$ cat src/rtl/common.sv
// Common scalar types shared across the core.
package common;

  typedef logic [31:0] u32;
  typedef u32 word_t;

endpackage

$ cat src/rtl/pipes.sv
// Pipeline-level types: arbiter FSM states and memory port owners.
package pipes;

  typedef enum logic [1:0] {
    IDLE   = 2'd0,
    BUSY_I = 2'd1,
    BUSY_D = 2'd2
  } arb_state_t;

  typedef enum logic {
    OWN_I = 1'b0,
    OWN_D = 1'b1
  } arb_owner_t;

endpackage

$ cat src/rtl/arb_select.sv
// Combinational grant pick between the fetch and data requesters.
// Data wins collisions unless MEM_ARBITER_RR_EN rotates on the last owner.
module arb_select
  import pipes::*;
(
  input  logic       i_req,
  input  logic       d_req,
`ifdef MEM_ARBITER_RR_EN
  input  arb_owner_t last,
`endif
  output logic       gnt_i,
  output logic       gnt_d
);

  logic pick_i;

`ifdef MEM_ARBITER_RR_EN
  assign pick_i = (last == OWN_D);
`else
  assign pick_i = 1'b0;
`endif

  always_comb begin
    gnt_i = 1'b0;
    gnt_d = 1'b0;
    if (i_req && d_req) begin
      gnt_i = pick_i;
      gnt_d = ~pick_i;
    end else begin
      gnt_i = i_req;
      gnt_d = d_req;
    end
  end

endmodule

$ cat src/rtl/mem_arbiter.sv
// Shares one memory port between instruction fetch and data access.
// MEM_ARBITER_RR_EN: round-robin on collisions instead of data priority.
module mem_arbiter
  import common::*;
  import pipes::*;
#(
  parameter int TIMEOUT_CYCLES = 16
) (
  input  logic  clk,
  input  logic  reset,
  input  logic  i_req,
  input  word_t i_addr,
  output word_t i_rdata,
  output logic  i_ready,
  input  logic  d_req,
  input  logic  d_we,
  input  word_t d_addr,
  input  word_t d_wdata,
  output word_t d_rdata,
  output logic  d_ready,
  output logic  m_req,
  output logic  m_we,
  output word_t m_addr,
  output word_t m_wdata,
  input  word_t m_rdata,
  input  logic  m_ack,
  output logic  stall,
  output logic  err
);

  localparam logic [7:0] TimeoutLim = 8'(TIMEOUT_CYCLES);

  arb_state_t state_q, state_d;
  logic [7:0] cnt_q, cnt_d;
  logic       m_req_q, m_req_d;
  logic       m_we_q, m_we_d;
  word_t      m_addr_q, m_addr_d;
  word_t      m_wdata_q, m_wdata_d;
  word_t      i_rdata_q, i_rdata_d;
  word_t      d_rdata_q, d_rdata_d;
  logic       i_ready_q, i_ready_d;
  logic       d_ready_q, d_ready_d;
  logic       err_q, err_d;
  logic       can_grant, gnt_i, gnt_d, expire;
`ifdef MEM_ARBITER_RR_EN
  arb_owner_t last_q, last_d;
`endif

  // No grant during the ready pulse: the requester still holds req then.
  assign can_grant = (state_q == IDLE) & ~i_ready_q & ~d_ready_q;
  assign expire    = (cnt_q + 8'd1) == TimeoutLim;

  arb_select u_sel (
    .i_req (i_req & can_grant),
    .d_req (d_req & can_grant),
`ifdef MEM_ARBITER_RR_EN
    .last  (last_q),
`endif
    .gnt_i (gnt_i),
    .gnt_d (gnt_d)
  );

  always_comb begin
    state_d   = state_q;
    cnt_d     = cnt_q;
    m_req_d   = m_req_q;
    m_we_d    = m_we_q;
    m_addr_d  = m_addr_q;
    m_wdata_d = m_wdata_q;
    i_rdata_d = i_rdata_q;
    d_rdata_d = d_rdata_q;
    i_ready_d = 1'b0;
    d_ready_d = 1'b0;
    err_d     = 1'b0;
`ifdef MEM_ARBITER_RR_EN
    last_d    = last_q;
`endif
    unique case (state_q)
      IDLE: begin
        if (gnt_d) begin
          state_d   = BUSY_D;
          m_req_d   = 1'b1;
          m_we_d    = d_we;
          m_addr_d  = d_addr;
          m_wdata_d = d_wdata;
          cnt_d     = 8'd0;
        end else if (gnt_i) begin
          state_d   = BUSY_I;
          m_req_d   = 1'b1;
          m_we_d    = 1'b0;
          m_addr_d  = i_addr;
          m_wdata_d = '0;
          cnt_d     = 8'd0;
        end
      end
      BUSY_I: begin
        if (m_ack || expire) begin
          state_d   = IDLE;
          m_req_d   = 1'b0;
          i_ready_d = 1'b1;
          err_d     = ~m_ack;
          i_rdata_d = m_ack ? m_rdata : '0;
`ifdef MEM_ARBITER_RR_EN
          last_d    = OWN_I;
`endif
        end else begin
          cnt_d = cnt_q + 8'd1;
        end
      end
      BUSY_D: begin
        if (m_ack || expire) begin
          state_d   = IDLE;
          m_req_d   = 1'b0;
          d_ready_d = 1'b1;
          err_d     = ~m_ack;
          if (!m_ack)
            d_rdata_d = '0;
          else if (!m_we_q)
            d_rdata_d = m_rdata;
`ifdef MEM_ARBITER_RR_EN
          last_d    = OWN_D;
`endif
        end else begin
          cnt_d = cnt_q + 8'd1;
        end
      end
      default: state_d = IDLE;
    endcase
  end

  always_ff @(posedge clk or posedge reset) begin
    if (reset) begin
      state_q   <= IDLE;
      cnt_q     <= 8'd0;
      m_req_q   <= 1'b0;
      m_we_q    <= 1'b0;
      m_addr_q  <= '0;
      m_wdata_q <= '0;
      i_rdata_q <= '0;
      d_rdata_q <= '0;
      i_ready_q <= 1'b0;
      d_ready_q <= 1'b0;
      err_q     <= 1'b0;
`ifdef MEM_ARBITER_RR_EN
      last_q    <= OWN_D;
`endif
    end else begin
      state_q   <= state_d;
      cnt_q     <= cnt_d;
      m_req_q   <= m_req_d;
      m_we_q    <= m_we_d;
      m_addr_q  <= m_addr_d;
      m_wdata_q <= m_wdata_d;
      i_rdata_q <= i_rdata_d;
      d_rdata_q <= d_rdata_d;
      i_ready_q <= i_ready_d;
      d_ready_q <= d_ready_d;
      err_q     <= err_d;
`ifdef MEM_ARBITER_RR_EN
      last_q    <= last_d;
`endif
    end
  end

  assign i_rdata = i_rdata_q;
  assign i_ready = i_ready_q;
  assign d_rdata = d_rdata_q;
  assign d_ready = d_ready_q;
  assign m_req   = m_req_q;
  assign m_we    = m_we_q;
  assign m_addr  = m_addr_q;
  assign m_wdata = m_wdata_q;
  assign err     = err_q;
  assign stall   = (i_req & ~i_ready_q) | (d_req & ~d_ready_q);

endmodule

$ cat config.mk
export PLATFORM = sky130hd
export DESIGN_NAME = mem_arbiter
export DESIGN_NICKNAME = d
export VERILOG_FILES = /design/src/rtl/common.sv /design/src/rtl/pipes.sv /design/src/rtl/arb_select.sv /design/src/rtl/mem_arbiter.sv
export SDC_FILE = /design/constraint.sdc
export NUM_CORES = 1
export LEC_CHECK = 0
export CAP_MARGIN = 40
export CORE_MARGIN = 2
export CORE_UTILIZATION = 45
export DETAILED_ROUTE_END_ITERATION = 8
export PLACE_DENSITY_LB_ADDON = 0.3
export REMOVE_ABC_BUFFERS = 1
export SYNTH_ARGS = -nofsm -noshare
export SYNTH_HDL_FRONTEND = slang
export SYNTH_HIERARCHICAL = 1
export SYNTH_SLANG_ARGS = --single-unit
$ cat constraint.sdc
create_clock -name clk -period 15.9 [get_ports clk]
set_clock_uncertainty 0.2 [all_clocks]
set_input_delay 3.18 -clock clk [delete_from_list [all_inputs] [get_ports clk]]
set_output_delay 3.18 -clock clk [all_outputs]
set_load 0.02 [all_outputs]
==> impl_summary.txt <==
----------------------------------------------------
[Layout]
  Area taken by multi-input logic gates ... 2010 µm²
  Fin nets ... 863
  Area Overhead vs Synth ... 59.4%
  Sequential cell area in the final layout ... 3580 µm²
  Total of fill cells in the finished design ... 857
  Share of post-route cells with drive strength above 1 ... 6.50%
  Antenna Cells ... 0

[Pwr]
  Switching power summed over all nets ... 758 µW
  Power, Total ... 2010 µW
  Clock network fraction of design power ... 20.5%
  Power share of the sequential group ... 30.9%
  Net switching fraction of the power ... 37.6%
  Fraction of power consumed by combinational cells ... 48.6%
  Leak ... 0.00400 µW
  Maximum VDD drop ... 0.108 mV
  Internal power component ... 1260 µW
  Power density over the cells ... 219 nW/µm²

[Routing]
  Via-per-instance ratio ... 5.45
  Initial drt markers ... 270
  Drt first pass iters ... 5
  Total wirelength of the detailed-routed design ... 17200 µm
  Overall via count from detail_route ... 4964
  Remaining number of nets flagged by the antenna check after routing ... 0
  DRC ... 0
  Average routed wire per standard cell ... 18.8 µm

[Yosys]
  Biggest area contributors in the synthesized netlist ... dfrtp_1 (62%), a22o_1 (15%), mux2i_1 (5.7%)
  Multiplexer area fraction after synthesis ... 5.71%
  Async set-or-reset flop fraction in the synthesized netlist ... 100%
  Count of different cell masters after synthesis ... 39
  Compound-gate portion of the synthesized area ... 20.7%
  Number of synthesized flops with an enable pin ... 0
  Main combinational cell family by area after synthesis ... compound AO/OA/AOI/OAI gates
  Yosys warning total ... 6
  Adder and majority cell fraction of the synthesized area ... 0.866%
  Area share of the leading cell type in the synthesized netlist ... 61.9%
  Leading register cell type out of synthesis ... dfrtp_1
  Mean post-synth cell area ... 12.3 µm²
  Mapped cell area ... 5780 µm²
  Number of instances in the synthesized netlist ... 469
  Cell taking the most area after synthesis ... dfrtp_1
  Post-Synth Simple-Gate Area ... 7.27%
  Dominant cell by count in the synthesized netlist ... dfrtp_1
  Commonest cells in the synthesized netlist ... dfrtp_1 (143), a22o_1 (96), nand2_1 (47)
  XOR/XNOR share of the synthesized area ... 0%
  Share of the yosys chip area belonging to registers ... 61.9%
  Flip-flop and latch count after synthesis ... 143

[Timing]
  Max_slew headroom ... 43.1%
  Setup Viol. Count Final ... 0
  Worst Tran Pin Value ... 0.854 ns
  F_max ... 126 MHz
  Setup repair after global routing missed its margin ... false
  Count of final hold-check violations ... 0
  Share of the cycle needed by the critical path after routing ... 50.0%
  Clock period minus final worst setup slack ... 7.95 ns
  Setup tns final ... 0 ns
  Number of slew-limit violations in the final report ... 0

[Run status]
  Run status ... complete, no violations

[Job]
  Count of maximum capacitance violations ... 0

[Floorplan]
  Placeable core region ... 12600 µm²
  I/O pin total ... 268
  Core Rows ... 41
  DIE AREA ... 13800 µm²
  Chip height ... 117 µm
  Initial Util ... 46.0%
  Die width ... 117 µm

[Clocking]
  Number of cells upsized or downsized after cts ... 0
  Clock sink count ... 143
  Number of H-tree levels ... 4
  Clk root buf ... clkbuf_16
  Clock latency on the worst-skew pair ... 0.41 ns
  Clock-pin slew on the worst setup and hold paths ... 0.06 ns
  Inserted Clock Buffers ... 17
  Max Buffers Root-to-Sink ... 2
  Post-cts hold buffer count ... 0
  Number of setup buffers added after CTS ... 0
  CTS tree ... yes

[Setup path]
  Timing startpoint of the critical path ... i_req
  Type of the worst setup path ... in -> out
  Setup crit end kind ... primary output
  Category of the worst setup path launch point ... primary input
  R2r startpoint ... state_q[1]$_DFFE_PP0P_
  Required time of the critical path ... 12.52 ns
  Arrival time at the worst endpoint ... 4.57 ns
  Largest fanout on the critical path ... 2

[Place]
  I/O Buffers ... 267
  Final estimated routing congestion in global placement ... 0.845
  Post-DP HPWL ... 12600 µm

[Global route]
  Initial antenna violation count ... 0
  Number of global-route vias before repair ... 5182
  Total GRT Usage ... 25.4%
  Gr ovfl total ... 0
  First-pass GRT wire length ... 27600 µm
  Largest net degree at the start of global routing ... 98

[Worst hold path]
  Worst Min Path Start ... m_addr[23]$_DFFE_PP0P_
  Worst hold-check path type ... reg -> reg

----------------------------------------------------
## layout make-up
type / instances / area share (%)
inverter: 7 / 0.339
timing repair buffer: 274 / 29.9
sequential: 143 / 38.8
clock buffer: 21 / 5.11
tap: 172 / 2.34
clock inverter: 11 / 1.66
multi-input combinational: 282 / 21.9
## through the flow
stage	area [µm²]	setup slack, ns	util [%]	cells	hold WS (ns)
finish	9220	7.95	73.3	910	0.278
global route	9220	7.90	73.3	910	0.311
CTS	9220	7.94	73.3	910	0.282
detailed placement	8590	7.94	68.4	878	0.270
global placement	8550	7.96	68.0	876	0.260
floorplan	5600	2.24	-	432	0.319
## worst paths after layout
check | end | slack (ns) | cells past startpoint
min in group asynchronous | m_wdata[23]$_DFFE_PP0P_ | 3.07 | 2
max | stall | 7.95 | 4
max in group asynchronous | m_wdata[5]$_DFFE_PP0P_ | 11.14 | 3
min | m_addr[23]$_DFFE_PP0P_ | 0.28 | 2
max reg2reg | m_addr[31]$_DFFE_PP0P_ | 12.28 | 8
min reg2reg | m_addr[23]$_DFFE_PP0P_ | 0.28 | 2
## cell usage in the layout, fill, tap and decap left out, types with 3 or more instances in the layout
cell	count
clkdlybuf4s50_1	267
dfrtp_1	143
a22o_1	96
nand2_1	47
o21ai_0	39
mux2i_1	33
clkbuf_16	17
nand3_1	6
inv_1	6
nor2_1	6
a21oi_1	6
nor3_1	6
and2_1	5
buf_4	5
inv_6	4
ha_1	4
nor2b_1	3
o311ai_0	3
clkinvlp_4	3
clkbuf_8	3
bufinv_16	3
## state kept, by name, indices dropped and copies added (netlist names)
signal and flops:
cnt_q 8, d_rdata 32, d_ready 1, err 1, i_rdata 32, i_ready 1
m_addr 32, m_req 1, m_wdata 32, m_we 1, state_q 2
## cell families (layout without fill, tap and decap cells)
kind of cell,Yosys count,in the layout
buffers and inverters,44,313
multiplexers,33,33
flip-flops,143,143
AND/OR/NAND/NOR,88,88
AO/OA/AOI/OAI,157,157
adder cells (fa/ha/maj),4,4
## layer usage
| layer | up-vias | GRT usage [%] | wire length [µm] |
|---|---|---|---|
| met4 | 0 | 10.5 | 429 |
| met2 | 245 | 44.2 | 8950 |
| met3 | 33 | 8.46 | 1400 |
| li1 | 2244 | - | - |
| met1 | 2442 | 28.6 | 6370 |
| met5 | - | 0 | 0 |
## power groups by stage
stage               sequential [µW]  combinational [µW]  clock, µW
global placement                617                 952          0
global route                    640                1040        437
floorplan                       802                 345          0
detailed placement              625                 984          0
CTS                             621                 989        419
finish                          622                 979        413
## critical path: stages
cell and delay, ns:
clkdlybuf4s50_1 0.47, inv_1 0.04, o22ai_1 0.18, clkdlybuf4s50_1 0.69
No activity file was read; power rests on OpenSTA's default activity.
